===== src/rtl/conv1d_ctrl_fsm.sv =====
// conv1d_ctrl_fsm
// Sequencer for the conv1d accelerator. It accepts a job from the control
// registers and loads K weights into the datapath weight buffer. It then
// computes N-K+1 valid-convolution outputs. Each output is a fresh accumulation
// of K input samples multiplied by the buffered weights. Every finished output
// is handed to the output stage over a valid/ready handshake.
//
// Ports
//   clk_i, rst_i             clock, asynchronous active-high reset
//   start_i, abort_i         job start pulse / abandon current job
//   in_base_i, wgt_base_i    word-aligned base addresses of input / weights
//   in_len_i, k_len_i        input length N and kernel length K (samples)
//   busy_o, done_o, err_o    status back to the control registers
//   mem_req_o, mem_addr_o    single-outstanding read request
//   mem_gnt_i, mem_rvalid_i  request accepted / read data returned
//   wgt_we_o, wgt_idx_o      weight buffer write strobe and index (also the
//                            weight index used by the MAC)
//   mac_clr_o, mac_en_o      accumulator clear / accumulate returned sample
//   out_valid_o, out_ready_i result handshake with the output stage
module conv1d_ctrl_fsm #(
  parameter int ADDR_W = 32,
  parameter int LEN_W  = 16,
  parameter int KMAX   = 16
) (
  input  logic                    clk_i,
  input  logic                    rst_i,
  input  logic                    start_i,
  input  logic                    abort_i,
  input  logic [ADDR_W-1:0]       in_base_i,
  input  logic [ADDR_W-1:0]       wgt_base_i,
  input  logic [LEN_W-1:0]        in_len_i,
  input  logic [LEN_W-1:0]        k_len_i,
  output logic                    busy_o,
  output logic                    done_o,
  output logic                    err_o,
  output logic                    mem_req_o,
  output logic [ADDR_W-1:0]       mem_addr_o,
  input  logic                    mem_gnt_i,
  input  logic                    mem_rvalid_i,
  output logic                    wgt_we_o,
  output logic [$clog2(KMAX)-1:0] wgt_idx_o,
  output logic                    mac_clr_o,
  output logic                    mac_en_o,
  output logic                    out_valid_o,
  input  logic                    out_ready_i
);

  localparam int                IDX_W      = $clog2(KMAX);
  localparam logic [ADDR_W-1:0] WORD_BYTES = ADDR_W'(4);
  localparam logic [LEN_W-1:0]  KMAX_LEN   = LEN_W'(KMAX);

  // S_DRAIN waits out a granted read after an abort so that the returning
  // data can never be mistaken for the reply to a later job's request.
  typedef enum logic [2:0] {
    S_IDLE,
    S_CHECK,
    S_LOAD_W,
    S_CONV,
    S_OUT,
    S_DONE,
    S_DRAIN
  } state_t;

  state_t            r_state;
  logic [ADDR_W-1:0] r_inBase;
  logic [ADDR_W-1:0] r_wgtBase;
  logic [LEN_W-1:0]  r_inLen;
  logic [LEN_W-1:0]  r_kLen;
  logic [LEN_W-1:0]  r_k;
  logic [LEN_W-1:0]  r_o;
  logic              r_req;
  logic              r_pend;
  logic [ADDR_W-1:0] r_addr;
  logic              r_done;
  logic              r_err;
  logic              r_clr;
  logic              r_outv;

  logic              w_fire;
  logic              w_accept;
  logic              w_pendAfter;
  logic              w_abort;
  logic              w_lastK;
  logic              w_lastOut;
  logic              w_cfgErr;
  logic [ADDR_W-1:0] w_inAddr;

  // w_fire is the reply to our own outstanding read. Gating it with r_pend
  // drops a stray rvalid, such as one that arrives after a reset.
  assign w_fire      = r_pend & mem_rvalid_i;
  assign w_accept    = r_req & mem_gnt_i;
  assign w_pendAfter = (r_pend & ~mem_rvalid_i) | w_accept;
  assign w_abort     = abort_i & (r_state != S_IDLE) & (r_state != S_DRAIN);
  assign w_lastK     = (r_k == r_kLen - LEN_W'(1));
  assign w_lastOut   = (r_o == r_inLen - r_kLen);
  assign w_cfgErr    = (r_kLen == '0) || (r_kLen > KMAX_LEN) || (r_kLen > r_inLen);
  assign w_inAddr    = r_inBase + (ADDR_W'(r_o) << 2);

  // The write and accumulate strobes follow rvalid in the same cycle. An
  // abort in that cycle discards the data.
  assign wgt_we_o    = w_fire & ~abort_i & (r_state == S_LOAD_W);
  assign mac_en_o    = w_fire & ~abort_i & (r_state == S_CONV);
  assign wgt_idx_o   = r_k[IDX_W-1:0];

  assign busy_o      = (r_state != S_IDLE);
  assign done_o      = r_done;
  assign err_o       = r_err;
  assign mem_req_o   = r_req;
  assign mem_addr_o  = r_addr;
  assign mac_clr_o   = r_clr;
  assign out_valid_o = r_outv;

  // Main sequencer. The request bookkeeping (r_req/r_pend) runs first.
  // State-specific code may then re-raise r_req for the next fetch, which it
  // only does after the previous read has returned.
  always_ff @(posedge clk_i or posedge rst_i) begin
    if (rst_i) begin
      r_state   <= S_IDLE;
      r_inBase  <= '0;
      r_wgtBase <= '0;
      r_inLen   <= '0;
      r_kLen    <= '0;
      r_k       <= '0;
      r_o       <= '0;
      r_req     <= 1'b0;
      r_pend    <= 1'b0;
      r_addr    <= '0;
      r_done    <= 1'b0;
      r_err     <= 1'b0;
      r_clr     <= 1'b0;
      r_outv    <= 1'b0;
    end else begin
      r_done <= 1'b0;
      r_clr  <= 1'b0;
      if (w_accept) begin
        r_req  <= 1'b0;
        r_pend <= 1'b1;
      end
      if (w_fire) begin
        r_pend <= 1'b0;
      end

      if (w_abort) begin
        // An ungranted request is simply withdrawn. A granted one must be
        // drained first.
        r_req   <= 1'b0;
        r_outv  <= 1'b0;
        r_pend  <= w_pendAfter;
        r_state <= w_pendAfter ? S_DRAIN : S_IDLE;
      end else begin
        case (r_state)
          S_IDLE: begin
            if (start_i) begin
              r_inBase  <= in_base_i;
              r_wgtBase <= wgt_base_i;
              r_inLen   <= in_len_i;
              r_kLen    <= k_len_i;
              r_state   <= S_CHECK;
            end
          end
          S_CHECK: begin
            if (w_cfgErr) begin
              r_err   <= 1'b1;
              r_done  <= 1'b1;
              r_state <= S_DONE;
            end else begin
              r_err   <= 1'b0;
              r_k     <= '0;
              r_o     <= '0;
              r_req   <= 1'b1;
              r_addr  <= r_wgtBase;
              r_state <= S_LOAD_W;
            end
          end
          S_LOAD_W: begin
            if (w_fire) begin
              if (w_lastK) begin
                r_k     <= '0;
                r_clr   <= 1'b1;
                r_state <= S_CONV;
              end else begin
                r_k    <= r_k + LEN_W'(1);
                r_req  <= 1'b1;
                r_addr <= r_addr + WORD_BYTES;
              end
            end
          end
          S_CONV: begin
            // The clear cycle opens each output. The first sample request
            // follows it, at in_base + 4*o.
            if (r_clr) begin
              r_req  <= 1'b1;
              r_addr <= w_inAddr;
            end else if (w_fire) begin
              if (w_lastK) begin
                r_outv  <= 1'b1;
                r_state <= S_OUT;
              end else begin
                r_k    <= r_k + LEN_W'(1);
                r_req  <= 1'b1;
                r_addr <= r_addr + WORD_BYTES;
              end
            end
          end
          S_OUT: begin
            if (out_ready_i) begin
              r_outv <= 1'b0;
              r_o    <= r_o + LEN_W'(1);
              r_k    <= '0;
              if (w_lastOut) begin
                r_done  <= 1'b1;
                r_state <= S_DONE;
              end else begin
                r_clr   <= 1'b1;
                r_state <= S_CONV;
              end
            end
          end
          S_DONE: begin
            r_state <= S_IDLE;
          end
          S_DRAIN: begin
            if (w_fire) begin
              r_state <= S_IDLE;
            end
          end
          default: begin
            r_state <= S_IDLE;
          end
        endcase
      end
    end
  end

endmodule


===== config.mk =====
export PLATFORM = sky130hd
export DESIGN_NAME = conv1d_ctrl_fsm
export DESIGN_NICKNAME = d
export VERILOG_FILES = /design/src/rtl/conv1d_ctrl_fsm.sv
export SDC_FILE = /design/constraint.sdc
export NUM_CORES = 1
export LEC_CHECK = 0
export ABC_AREA = 1
export BUFFER_PORTS_ARGS = -buffer_cell sky130_fd_sc_hd__buf_4
export CAP_MARGIN = 20
export CORE_MARGIN = 1
export CORE_UTILIZATION = 25
export CTS_CLUSTER_SIZE = 8
export DETAILED_ROUTE_END_ITERATION = 10
export GPL_TIMING_DRIVEN = 0
export HOLD_SLACK_MARGIN = 0.1
export SLEW_MARGIN = 15
export SYNTH_ARGS = -nofsm -noshare
export SYNTH_HDL_FRONTEND = slang
export SYNTH_SLANG_ARGS = --single-unit

===== constraint.sdc =====
create_clock -name clk_i -period 7.3 [get_ports clk_i]
set_input_delay 0.365 -clock clk_i [delete_from_list [all_inputs] [get_ports clk_i]]
set_output_delay 0.365 -clock clk_i [all_outputs]
set_load 0.01 [all_outputs]

# --- Word level (Yosys, flattened, before mapping) ---
# Cells that the tools add are included.
word_totals:
  inputBits: 103
  latchBits: 0
  romBits: 0
  ram_bits: 0
  ff_bits: 169
  output_inout_bits: 44
  mem_count: 0
op_classes:
  n_mul: 0
  magnitude_cmp: 2
  add_sub_neg: 6
  n_div: 0
  n_shift: 0
  n_eq_ne: 22
  reduce_logical: 17
  n_mux: 55
  bitwise: 12
ops:
  columns: ["cell", "n"]
  rows:
  - ["16-bit 2-to-1 mux", 8]
  - ["32-bit 2-to-1 mux", 4]
  - ["32-bit case mux with 3 select lines", 1]
  - ["16-bit case mux with 4 select lines", 1]
  - ["3-bit 2-to-1 mux", 12]
  - ["16-bit by 1-bit adder with 16-bit output, second input constant", 2]
  - ["32-bit by 18-bit adder with 32-bit output", 1]
  - ["32-bit by 3-bit adder with 32-bit output, second input constant", 1]
  - ["16-bit equality test", 2]
  - ["16-bit case mux with 2 select lines", 1]
  - ["3-bit inequality test, second input constant", 9]
  - ["1-bit 2-to-1 mux", 23]
  - ["3-bit case mux with 6 select lines", 1]
  - ["16-bit greater-than comparator", 1]
  - ["16-bit by 5-bit greater-than comparator with 1-bit output, second input constant", 1]
  - ["16-bit zero test", 1]
  - ["8-bit AND reduction", 2]
  - ["16-bit by 1-bit subtractor with 16-bit output, second input constant", 1]
  - ["16-bit subtractor", 1]
  - ["2-bit inequality test, second input constant", 6]
  - ["3-bit nonzero test", 4]
  - ["1-bit bitwise AND", 8]
  - ["3-bit by 2-bit equality test with 1-bit output, second input constant", 2]
  - ["3-bit equality test, second input constant", 2]
  - ["13 further kinds", 19]

# --- Logic depth before layout (Yosys ltp) ---
# Gate-level depths: netlist of run 1.
logic_depth:
  ltp_word: 7
  depth_mapped: 21

# --- Worst setup path before layout of run 1 ---
# Ideal clock, no wire load.
synth_path:
  kind: "flip-flop to flip-flop"
  startpoint: "register r_inLen[0]"
  endpoint: "register r_addr[12], in the netlist mem_addr_o[12]"
  setup_slack_ps: 4830
  arrival_time_ps: 2405
  stages_incl_launch_ff: 18
  period_less_slack_ps: 2470
  setup_time_ps: 65
  required_time_ps: 7235
  path_cell_list: "dfrtp_1 -> inv_1 -> ha_1 -> inv_1 -> fa_1 -> nand3_1 -> nand2_1 -> nand2_1 -> nand2_1 -> nand2_1 -> o2111ai_1 -> nand2_1 -> nand2_1 -> nand3_1 -> clkbuf_1 -> buf_2 -> nand2_1 -> nand2_1"
synth_between:
  elab_chain_cells: 4
synth_rtl:
  columns: ["element", "line", "rtl"]
  rows:
  - ["from (decl)", "67", "logic [LEN_W-1:0] r_inLen;"]
  - ["from (signal assigned)", "156", "r_inLen <= in_len_i;"]
  - ["16-bit greater-than comparator", "96", "assign w_cfgErr = (r_kLen == '0) || (r_kLen > KMAX_LEN) || (r_kLen > r_inLen);"]
  - ["1-bit logical OR", "96", null]
  - ["2-bit inequality test (no line)", null, null]
  - ["3-bit AND reduction (no line)", null, null]
  - ["to (signal assigned)", "171", "r_addr <= r_wgtBase;"]
  - ["to (signal assigned)", "184", "r_addr <= r_addr + WORD_BYTES;"]
  - ["to (signal assigned)", "193", "r_addr <= w_inAddr;"]
  - ["to (decl)", "73", "logic [ADDR_W-1:0] r_addr;"]
# No other way between the ends.
# A chain may end at the register's enable or synchronous reset.

# --- Worst setup path in the final report of run 1 ---
layout_path:
  startpoint: "register r_kLen[0]"
  endpoint: "register r_addr[11], in the netlist mem_addr_o[11]"
layout_between:
  elab_chain_cells: 6
layout_rtl:
  columns: ["element", "line", "rtl"]
  rows:
  - ["from (decl)", "68", "logic [LEN_W-1:0] r_kLen;"]
  - ["from (signal assigned)", "157", "r_kLen <= k_len_i;"]
  - ["16-bit by 1-bit subtractor with 16-bit output", "94", "assign w_lastK = (r_k == r_kLen - LEN_W'(1));"]
  - ["16-bit equality test", "94", null]
  - ["32-bit 2-to-1 mux (3 in a row)", null, null]
  - ["32-bit case mux with 3 select lines", null, null]
# Several ways; a longest one is shown, not always the timed one.

==> impl_metrics.tcl, run 1 <==
set metrics [dict create \
    cts-root-buf "clkbuf_16" \
    antenna_left 0 \
    drtPass1Iterations 5 \
    outcome "complete, no violations" \
    h-tree-depth 4 \
    tightestPinTransition_ns 0.979 \
    setup-violations-final 0 \
    power_density_nw_per_um2 418 \
    cts_tree "built" \
    nNetsFinal 1932 \
    dp_cells 2377 \
    drive_gt1_share_pct 16.8 \
    p_leak_nw 6.74 \
    grt_max_degree 88 \
    synth-seq-cells 169 \
    synthesis.nets 1764 \
    cp.required_ns 7.69 \
    clock_latency_ns 0.46 \
    io_pins 147 \
    worstSetupPathType "reg -> reg" \
    hold_class "in -> reg" \
    avgSynthCellArea_um2 7.28 \
    postCtsSetupBuffers 0 \
    grt_pass1_vias 11300 \
    rsz0062_at_grt "no" \
    crit_chain "ha_1 > inv_1 > fa_1 > nand3_1 > nand2_1 > nand2_1 > nand2_1 > nand2_1 > o2111ai_1 > nand2_1 > nand2_1 > nand3_1 > clkbuf_1 > nor2_1 > inv_1 > o211ai_1 > nand2_1" \
    startpoint_type "flip-flop" \
    cpMostUsedCell "nand2_1" \
    fmax_mhz 279 \
    max_stage_delay_ns 0.59 \
    fill_cells 4958 \
    drv_slew 0 \
    final_cells 2411 \
    grt_antenna_before_repair 2 \
    critPathTopFamily "simple AND/OR/NAND/NOR gates" \
    drv_cap 0 \
    synth.most_common_cell "nand2_1" \
    vdd_drop_max_mv 0.161 \
    synth_flop_cell "dfrtp_1" \
    port_buffers 146 \
    hold_viol 0 \
    rows 79 \
    synthTopCellsByCount "nand2_1 (375), nor2_1 (190), inv_1 (188)" \
    overflow 0 \
    syn2layout_area_growth_pct 21.5 \
    core_um2 46600 \
    cts.sinks 169 \
    syn_area_um2 11800 \
    viasPerCell 4.83 \
    dp_hpwl_um 32900 \
    async_flop_share_pct 100 \
    endpoint_kind "flip-flop" \
    gp_congestion 0.959 \
    drtIter0Drc 1028 \
    setup_tns_ns 0 \
    start_util_pct 25.4 \
    clk_pin_slew_ns 0.07 \
    crit_buf_inv 3 \
    crit_cells 17 \
    clock-skew-final_ns 0.00975 \
    wl_per_cell_um 17.0 \
    ys_types 50 \
    wirelength_um 41100 \
    crit_path_max_fanout 10 \
    period_needed_ns 3.58 \
    yosysTopAreaCell "dfrtp_1" \
    crit_arrival_ns 3.97 \
    syn_inst 1623 \
    drc_errors 0 \
    cpMaxStageDelayCell "clkbuf_1" \
    cts_buffer_depth 2 \
    die_area_um2 48100 \
    yosysSeqAreaShare_pct 35.8 \
    grt.total_usage_pct 17.5 \
    worst_hold_path.num_cells 2 \
    vias 11600 \
    yosysTopAreaCellShare_pct 35.8 \
    die_w_um 219 \
    grt_pass1_wl_um 63800 \
    antenna-diode-count 0 \
    synth_area_leaders "dfrtp_1 (36%), nand2_1 (12%), mux2_2 (6.6%)" \
    chipHeight_um 219 \
    rr_worst_depth 17 \
    fin_crit_sh_pct 49.1 \
    cts_inserted_buffers 17 \
    relSlewSlack_pct 34.8 \
    yosys_warnings 0 \
    synth_edf_count 0 \
]
worst reg2reg max path: cells and delay by family, from the launching register on:
family | cells | cell delay, ns
fa+ha+maj | 2 | 0.59
flops | 1 | 0.43
buf+inv | 3 | 0.89
compound gates | 2 | 0.30
simple gates | 10 | 1.29
where the power goes:
group,total (W),switching (W),internal [W]
Clock,0.000984,0.000422,0.000562
Sequential,0.00176,0.000425,0.00133
Combinational,0.00326,0.00202,0.00124
kinds of logic (layout without fill, tap and decap cells):
| kind of cell | count (synthesis) | in the layout | synth area share [%] |
|---|---|---|---|
| simple gates | 811 | 811 | 30.0 |
| compound gates | 243 | 243 | 11.3 |
| buf+inv | 237 | 418 | 8.00 |
| flops | 169 | 169 | 35.8 |
| mux | 69 | 69 | 6.58 |
| xor+xnor | 56 | 56 | 4.15 |
| fa+ha+maj | 38 | 38 | 4.15 |
metrics by stage:
| stage | utilization, % | hold slack (ns) | worst slack (ns) | cell area, um2 | total power [W] |
|---|---|---|---|---|---|
| 2_1_floorplan | - | 0.471 | 2.36 | 11800 | 0.00391 |
| 3_3_place_gp | 29.4 | 0.485 | 0.0974 | 13700 | 0.00497 |
| 3_5_place_dp | 29.4 | 0.492 | 3.77 | 13700 | 0.00500 |
| 4_1_cts | 30.8 | 0.117 | 3.73 | 14300 | 0.00601 |
| 5_1_grt | 30.8 | 0.129 | 3.39 | 14300 | 0.00652 |
| 6_report | 30.8 | 0.137 | 3.72 | 14300 | 0.00600 |
cell usage in the layout (no fill, tap or decap), types with 8 or more instances in the layout:
| cell | n |
|---|---|
| nand3_1 | 121 |
| buf_2 | 8 |
| nor2_2 | 9 |
| nand3b_1 | 10 |
| nor2_1 | 190 |
| nor3_1 | 30 |
| a21oi_1 | 113 |
| xnor2_1 | 15 |
| dfrtp_1 | 169 |
| o21bai_1 | 8 |
| mux2_2 | 69 |
| clkbuf_16 | 17 |
| nand4_1 | 24 |
| buf_4 | 152 |
| ha_1 | 36 |
| nor4_1 | 21 |
| inv_1 | 187 |
| xor2_1 | 41 |
| nand2_2 | 10 |
| buf_1 | 10 |
| nand2_1 | 375 |
| clkbuf_1 | 18 |
| o21ai_1 | 8 |
| o21ai_0 | 77 |
| o211ai_1 | 9 |
worst paths after layout:
| kind | start | end | slack, ns |
|---|---|---|---|
| min in group asynchronous | rst_i | r_wgtBase[0] | 0.55 |
| setup reg to reg | r_kLen[0] | mem_addr_o[11] | 3.72 |
| hold / removal | in_base_i[11] | r_inBase[11] | 0.14 |
| hold reg to reg | mem_addr_o[1] | mem_addr_o[1] | 0.51 |
| setup / recovery | r_kLen[0] | mem_addr_o[11] | 3.72 |
| max in group asynchronous | rst_i | r_inLen[4] | 5.86 |
registers in the layout, indices dropped and copies added (netlist names), 3 cells and up:
signal	count
r_inLen	16
r_o	16
r_wgtBase	32
r_kLen	16
r_state	3
r_inBase	32
r_k	16
mem_addr_o	32
metal layers:
layer,global-route usage (%),wire length [um],vias up
met1,22.8,18600,5507
met4,8.56,1620,4
met3,2.86,2120,71
met2,27.8,18700,365
li1,-,-,5692
met5,0,30,-
area by class of cell:
class                           instances  area (um2)  share of cell area (%)
Tap cell                              607         759                    5.29
Multi-Input combinational cell       1217        6640                    46.3
Clock buffer                           20         457                    3.18
Clock inverter                         12         164                    1.14
Inverter                              193         732                    5.10
Sequential cell                       169        4230                    29.5
Buffer                                 44         220                    1.53
Timing Repair Buffer                  149        1150                    8.00
repair_timing:
action | 4_1_cts | 5_1_grt
endpoints found under the hold margin | 82 | 0
gates resized for setup | 0 | 0
hold buffers | 1 | 0
Note: power is estimated with default switching activity, not from simulation.
==> inputs of run 2 (changes only) <==
--- a/config.mk
+++ b/config.mk
@@ -5,7 +5,7 @@
 export SDC_FILE = /design/constraint.sdc
 export NUM_CORES = 1
 export LEC_CHECK = 0
-export ABC_AREA = 1
+export ABC_AREA = 0
 export BUFFER_PORTS_ARGS = -buffer_cell sky130_fd_sc_hd__buf_4
 export CAP_MARGIN = 20
 export CORE_MARGIN = 1
==> constraint.sdc (replaced) <==
create_clock -name clk_i -period 3.06 [get_ports clk_i]
set_input_delay 0.153 -clock clk_i [delete_from_list [all_inputs] [get_ports clk_i]]
set_output_delay 0.153 -clock clk_i [all_outputs]
set_load 0.01 [all_outputs]
==> run 2 against run 1 <==
  * The flow now finishes with violations (DRC, setup timing)
  * Register-to-register slack got worse by 4.2 ns
  * Sequential power is 140% higher
  * Cell area increased by 14%
  * Power grew to 2.6 times the previous value
  * Worst hold slack better by 0.12 ns
  * Wire length fell by 0.65%
  * Cell count decreased by 12%
  * Sequential cell count stayed put
  * Largest cell class unchanged
==> impl_metrics.tcl, run 2 <==
set metrics [dict create \
    p_sw_share_pct 44.8 \
    io_pins 147 \
    period_needed_ns 3.53 \
    syn2layout_area_growth_pct 51.0 \
    drtPass1Iterations 9 \
    place_ws_ns -1.10 \
    grt_pass1_vias 10800 \
    final_cells 2130 \
    drive_gt1_share_pct 34.7 \
    yosysSeqAreaShare_pct 38.9 \
    synth_area_leaders "dfrtp_1 (39%), mux2_2 (8.5%), o21ai_0 (4.7%)" \
    grt_antenna_before_repair 0 \
    power_density_nw_per_um2 968 \
    total_power_w 0.0159 \
    tightestPinTransition_ns 0.969 \
    cts.sinks 169 \
    overflow 0 \
    avgSynthCellArea_um2 9.21 \
    outcome "finished with violations" \
    startpoint_type "flip-flop" \
    ys_types 81 \
    drtIter0Drc 1003 \
    rsz0062_at_grt "yes" \
    syn_inst 1181 \
    synth_edf_count 0 \
    clk_pin_slew_ns 0.08 \
    violations "DRC, setup timing" \
    yosysTopAreaCell "dfrtp_1" \
    worstSetupPathType "reg -> reg" \
    clock_latency_ns 0.46 \
    layout_common_cells "buf_4 (189), dfrtp_1 (161), dlygate4sd3_1 (101)" \
    cp.required_ns 3.38 \
    rows 76 \
    setup_ws_ns -0.472 \
    wl_per_cell_um 19.2 \
    synth_flop_cell "dfrtp_1" \
    antenna_left 0 \
    relSlewSlack_pct 35.4 \
    h-tree-depth 4 \
    synth-seq-cells 169 \
    chipHeight_um 211 \
    hold_class "in -> reg" \
    netSwitchingPower_w 0.00712 \
    synthTopCellsByCount "dfrtp_1 (169), o21ai_0 (103), nand2_1 (92)" \
    final_common_cell "buf_4" \
    endpoint_kind "flip-flop" \
    die_w_um 211 \
    cts_inserted_buffers 17 \
    grt_pass1_wl_um 61900 \
    wirelength_um 40800 \
    internal_power_w 0.00877 \
    drv_cap 0 \
    hold_viol 0 \
    cts-root-buf "clkbuf_16" \
    die_area_um2 44300 \
    p_leak_nw 6.86 \
    yosys_warnings 0 \
    dp_cells 1917 \
    core_um2 43000 \
    drv_slew 0 \
    synth.most_common_cell "dfrtp_1" \
    crit_path_max_fanout 2 \
    viasPerCell 5.17 \
    async_flop_share_pct 100 \
    port_buffers 146 \
    comb_power_share_pct 58.8 \
    clock-skew-final_ns 0.0101 \
    cts_buffer_depth 2 \
    dp_hpwl_um 28500 \
    grt_max_degree 38 \
    fin_crit_sh_pct 115 \
    fill_cells 4260 \
    drc_errors 2 \
    fmax_mhz 283 \
    vdd_drop_max_mv 0.481 \
    cts_tree "built" \
    synthesis.nets 1322 \
    power_frac_clock_pct 14.1 \
    gp_congestion 0.907 \
    start_util_pct 25.3 \
    nNetsFinal 1673 \
    syn_area_um2 10900 \
    grt.total_usage_pct 18.1 \
    setup-violations-final 53 \
    seqPwrFrac_pct 27.2 \
    crit_arrival_ns 3.86 \
    vias 11000 \
    yosysTopAreaCellShare_pct 38.9 \
]
==> run 2: cell count changes after synthesis, sizes merged, moves of 15 or more <==
| cell | previous run | this run |
|---|---|---|
| and3 | 0 | 20 |
| xnor2 | 15 | 43 |
| a21oi | 113 | 63 |
| nand2 | 386 | 92 |
| inv | 190 | 44 |
| buf | 27 | 11 |
| or3 | 0 | 16 |
| nand3 | 122 | 33 |
| clkbuf | 17 | 45 |
| nor2 | 203 | 90 |
| o31ai | 0 | 15 |
| nand2b | 0 | 17 |
| o21ai | 86 | 113 |
==> run 2: metrics by stage <==
stage	hold WS, ns	cell area (um2)	setup TNS [ns]	util, %
floorplan	0.270	11000	-4.19	-
global placement	0.371	12900	-140.66	29.9
detailed placement	0.304	13000	-65.54	30.2
CTS	0.198	15700	-10.91	36.6
global route	0.255	16400	-20.66	38.2
finish	0.261	16400	-14.75	38.2
==> run 2: kinds of logic (layout without fill, tap and decap cells) <==
group,count (synthesis),count (layout),share of synthesized area (%)
AND/OR/NAND/NOR,391,392,18.2
other,0,1,0
multiplexers,86,86,8.86
XOR/XNOR,73,73,6.02
AO/OA/AOI/OAI,323,323,19.7
buffers and inverters,100,462,3.70
adder cells (fa/ha/maj),39,39,4.60
flip-flops,169,169,38.9
==> run 2: worst max-delay path: stages, from the launching register on <==
cell	delay (ns)
dfrtp_2	0.43
ha_4	0.17
inv_2	0.05
fa_2	0.44
xor2_1	0.17
a2111o_1	0.36
a211oi_2	0.18
nand4_1	0.15
or3_4	0.38
or3b_4	0.38
a2111o_1	0.33
nor4_4	0.23
o22ai_1	0.13
==> run 2: repair_timing <==
action,4_1_cts,5_1_grt
cloned,6,5
pin swaps,60,60
buffers inserted,48,30
hold buffers,101,0
resized for setup,164,127
endpoints found under the setup margin,124,88
endpoints found under the hold margin,120,0
==> run 2: path summary, 6_finish.rpt <==
kind,startpoint,end,slack [ns],cells after the start
max in group asynchronous,rst_i,mem_addr_o[16],1.83,5
min in group asynchronous,rst_i,r_k[4],0.36,3
max reg2reg,r_kLen[0],r_state[1],-0.47,12
min,out_ready_i,mac_clr_o,0.26,3
max,r_kLen[0],r_state[1],-0.47,12
min reg2reg,r_wgtBase[5],r_wgtBase[5],0.50,1
==> run 2: layout make-up <==
cell class                 instances  area (um2)  area share, %
buffer                            52         357           2.17
timing repair buffer             335        3120           19.0
inverter                          44         180           1.10
clock buffer                      18         439           2.68
multi-input combinational        913        7200           43.9
sequential                       169        4240           25.8
antenna                            1        2.50         0.0152
tap                              585         732           4.46
clock inverter                    13         144          0.877
==> run 2: routing by layer <==
metal | up-vias | GRT usage (%) | wire length, um
li1 | 5051 | - | -
met1 | 5403 | 24.0 | 17600
met2 | 489 | 29.2 | 19100
met3 | 71 | 4.41 | 3270
met4 | 0 | 5.32 | 859
met5 | - | 0 | 0
==> run 2: power groups by stage <==
stage                     Clock (W)  Combinational [W]  Sequential [W]
after CTS                   0.00227            0.00850         0.00424
after floorplan                   0            0.00526         0.00395
after global routing        0.00237             0.0101         0.00443
final                       0.00224            0.00934         0.00431
after detailed placement          0            0.00733         0.00425
after global placement            0            0.00717         0.00424
==> inputs of run 3 (changes only) <==
--- a/config.mk
+++ b/config.mk
@@ -10,6 +10,7 @@
 export CAP_MARGIN = 20
 export CORE_MARGIN = 1
 export CORE_UTILIZATION = 25
+export CTS_BUF_LIST = sky130_fd_sc_hd__clkbuf_8
 export CTS_CLUSTER_SIZE = 8
 export DETAILED_ROUTE_END_ITERATION = 10
 export GPL_TIMING_DRIVEN = 0
==> run 3 against run 2 <==
  * The run still ends with DRC, setup timing left
  * Power down 5.9%
  * Worst hold slack worse by 0.083 ns
  * Cell count down 0.70%
  * Largest power group unchanged
==> impl_metrics.tcl, run 3 (synthesis gave the netlist of run 2 again) <==
set metrics [dict create \
    worstSetupPathType "reg -> reg" \
    cts_tree "built" \
    power_density_nw_per_um2 942 \
    antenna-diode-count 0 \
    clk_pin_slew_ns 0.10 \
    dp_hpwl_um 28500 \
    nNetsFinal 1659 \
    cts_buffer_depth 2 \
    drv_cap 0 \
    cp.required_ns 3.45 \
    die_w_um 211 \
    dp_cells 1917 \
    grt.total_usage_pct 17.9 \
    grt_antenna_before_repair 0 \
    cts.sinks 169 \
    crit_arrival_ns 3.94 \
    hold_viol 0 \
    outcome "finished with violations" \
    total_power_w 0.0150 \
    vias 10900 \
    wirelength_um 39800 \
    die_area_um2 44300 \
    setup-violations-final 52 \
    antenna_left 0 \
    drtPass1Iterations 10 \
    wl_per_cell_um 18.8 \
    tightestPinTransition_ns 0.904 \
    rows 76 \
    setup_ws_ns -0.486 \
    max_stage_delay_ns 0.39 \
    place_ws_ns -1.10 \
    startpoint_type "flip-flop" \
    vdd_drop_max_mv 0.407 \
    syn2layout_area_growth_pct 46.0 \
    drc_errors 1 \
    chipHeight_um 211 \
    drv_slew 0 \
    drtIter0Drc 929 \
    clock-skew-final_ns 0.0230 \
    relSlewSlack_pct 39.8 \
    crit_path_max_fanout 2 \
    endpoint_kind "flip-flop" \
    fmax_mhz 282 \
    rsz0062_at_grt "yes" \
    io_pins 147 \
    port_buffers 146 \
    p_leak_nw 6.58 \
    cts-root-buf "clkbuf_8" \
    crit_chain "inv_2 > ha_4 > inv_2 > fa_2 > xor3_1 > a2111o_1 > a211oi_2 > nand4_1 > or3_4 > or3b_4 > a2111o_1 > nor4_4 > o22ai_1" \
    cts_inserted_buffers 17 \
    grt_pass1_wl_um 61200 \
    grt_max_degree 38 \
    grt_pass1_vias 10800 \
    violations "DRC, setup timing" \
    overflow 0 \
    viasPerCell 5.14 \
    final_common_cell "buf_4" \
    h-tree-depth 4 \
    final_cells 2115 \
    hold_class "in -> reg" \
    gp_congestion 0.907 \
    start_util_pct 25.3 \
    core_um2 43000 \
    drive_gt1_share_pct 33.3 \
    layout_common_cells "buf_4 (186), dfrtp_1 (159), dlygate4sd3_1 (101)" \
    cpMaxStageDelayCell "dfrtp_1" \
    fin_util_pct 36.9 \
    hold-worst-slack_ns 0.177 \
    clock_latency_ns 0.53 \
    fin_crit_sh_pct 116 \
    period_needed_ns 3.55 \
]
## run 3: cell count changes in the layout (fill, tap and decap cells not counted), sizes merged
cell | before | now
or4 | 5 | 4
diode | 1 | 0
inv | 47 | 48
clkinvlp | 6 | 5
clkbuf | 55 | 56
buf | 249 | 235
## run 3: worst max-delay path: cells and delay by family (launching register included)
kind	cells	cell delay [ns]
compound gates	4	0.93
xor+xnor	1	0.36
flops	1	0.39
buf+inv	2	0.10
fa+ha+maj	2	0.48
simple gates	4	1.16
## run 3: cell type report
cell class | count | area (um2)
inverter | 44 | 171
clock buffer | 18 | 248
buffer | 52 | 329
fill | 4305 | 27100
clock inverter | 13 | 144
multi-input combinational | 912 | 7120
sequential | 169 | 4240
timing repair buffer | 322 | 2890
tap | 585 | 732
## run 3: repair_timing
item                       4_1_cts  5_1_grt
setup buffers                   53       15
gates cloned                     5        1
hold buffers                   101        0
pin swaps                       62       45
hold endpoints to repair       120        0
setup endpoints to repair      124       89
gates resized for setup        165       86
## run 3: stage by stage
stage | cell area, um2 | setup TNS, ns
floorplan | 11000 | -4.19
global placement | 12900 | -140.66
detailed placement | 13000 | -65.54
CTS | 15500 | -10.67
global route | 15900 | -20.58
finish | 15900 | -14.88
## run 3: path summary, 6_finish.rpt
kind,from,to,slack [ns],cells past startpoint
max,r_inLen[0],r_state[1],-0.49,13
min,out_ready_i,out_valid_o,0.18,6
max reg2reg,r_inLen[0],r_state[1],-0.49,13
min reg2reg,r_wgtBase[5],r_wgtBase[5],0.51,1
max in group asynchronous,rst_i,r_wgtBase[5],1.92,5
min in group asynchronous,rst_i,mem_addr_o[6],0.29,3
## run 3: per-layer routing
| layer | track usage [%] | vias up | part of all wire [%] |
|---|---|---|---|
| met3 | 4.42 | 66 | 8.1 |
| li1 | - | 5011 | - |
| met2 | 28.4 | 456 | 46 |
| met5 | 0 | - | 0 |
| met4 | 6.07 | 0 | 2.1 |
| met1 | 23.7 | 5346 | 43 |
## run 3: report_power, final
group,internal (W),switching (W)
Combinational,0.00413,0.00484
Clock,0.000750,0.000940
Sequential,0.00317,0.00113
Total,0.00805,0.00690
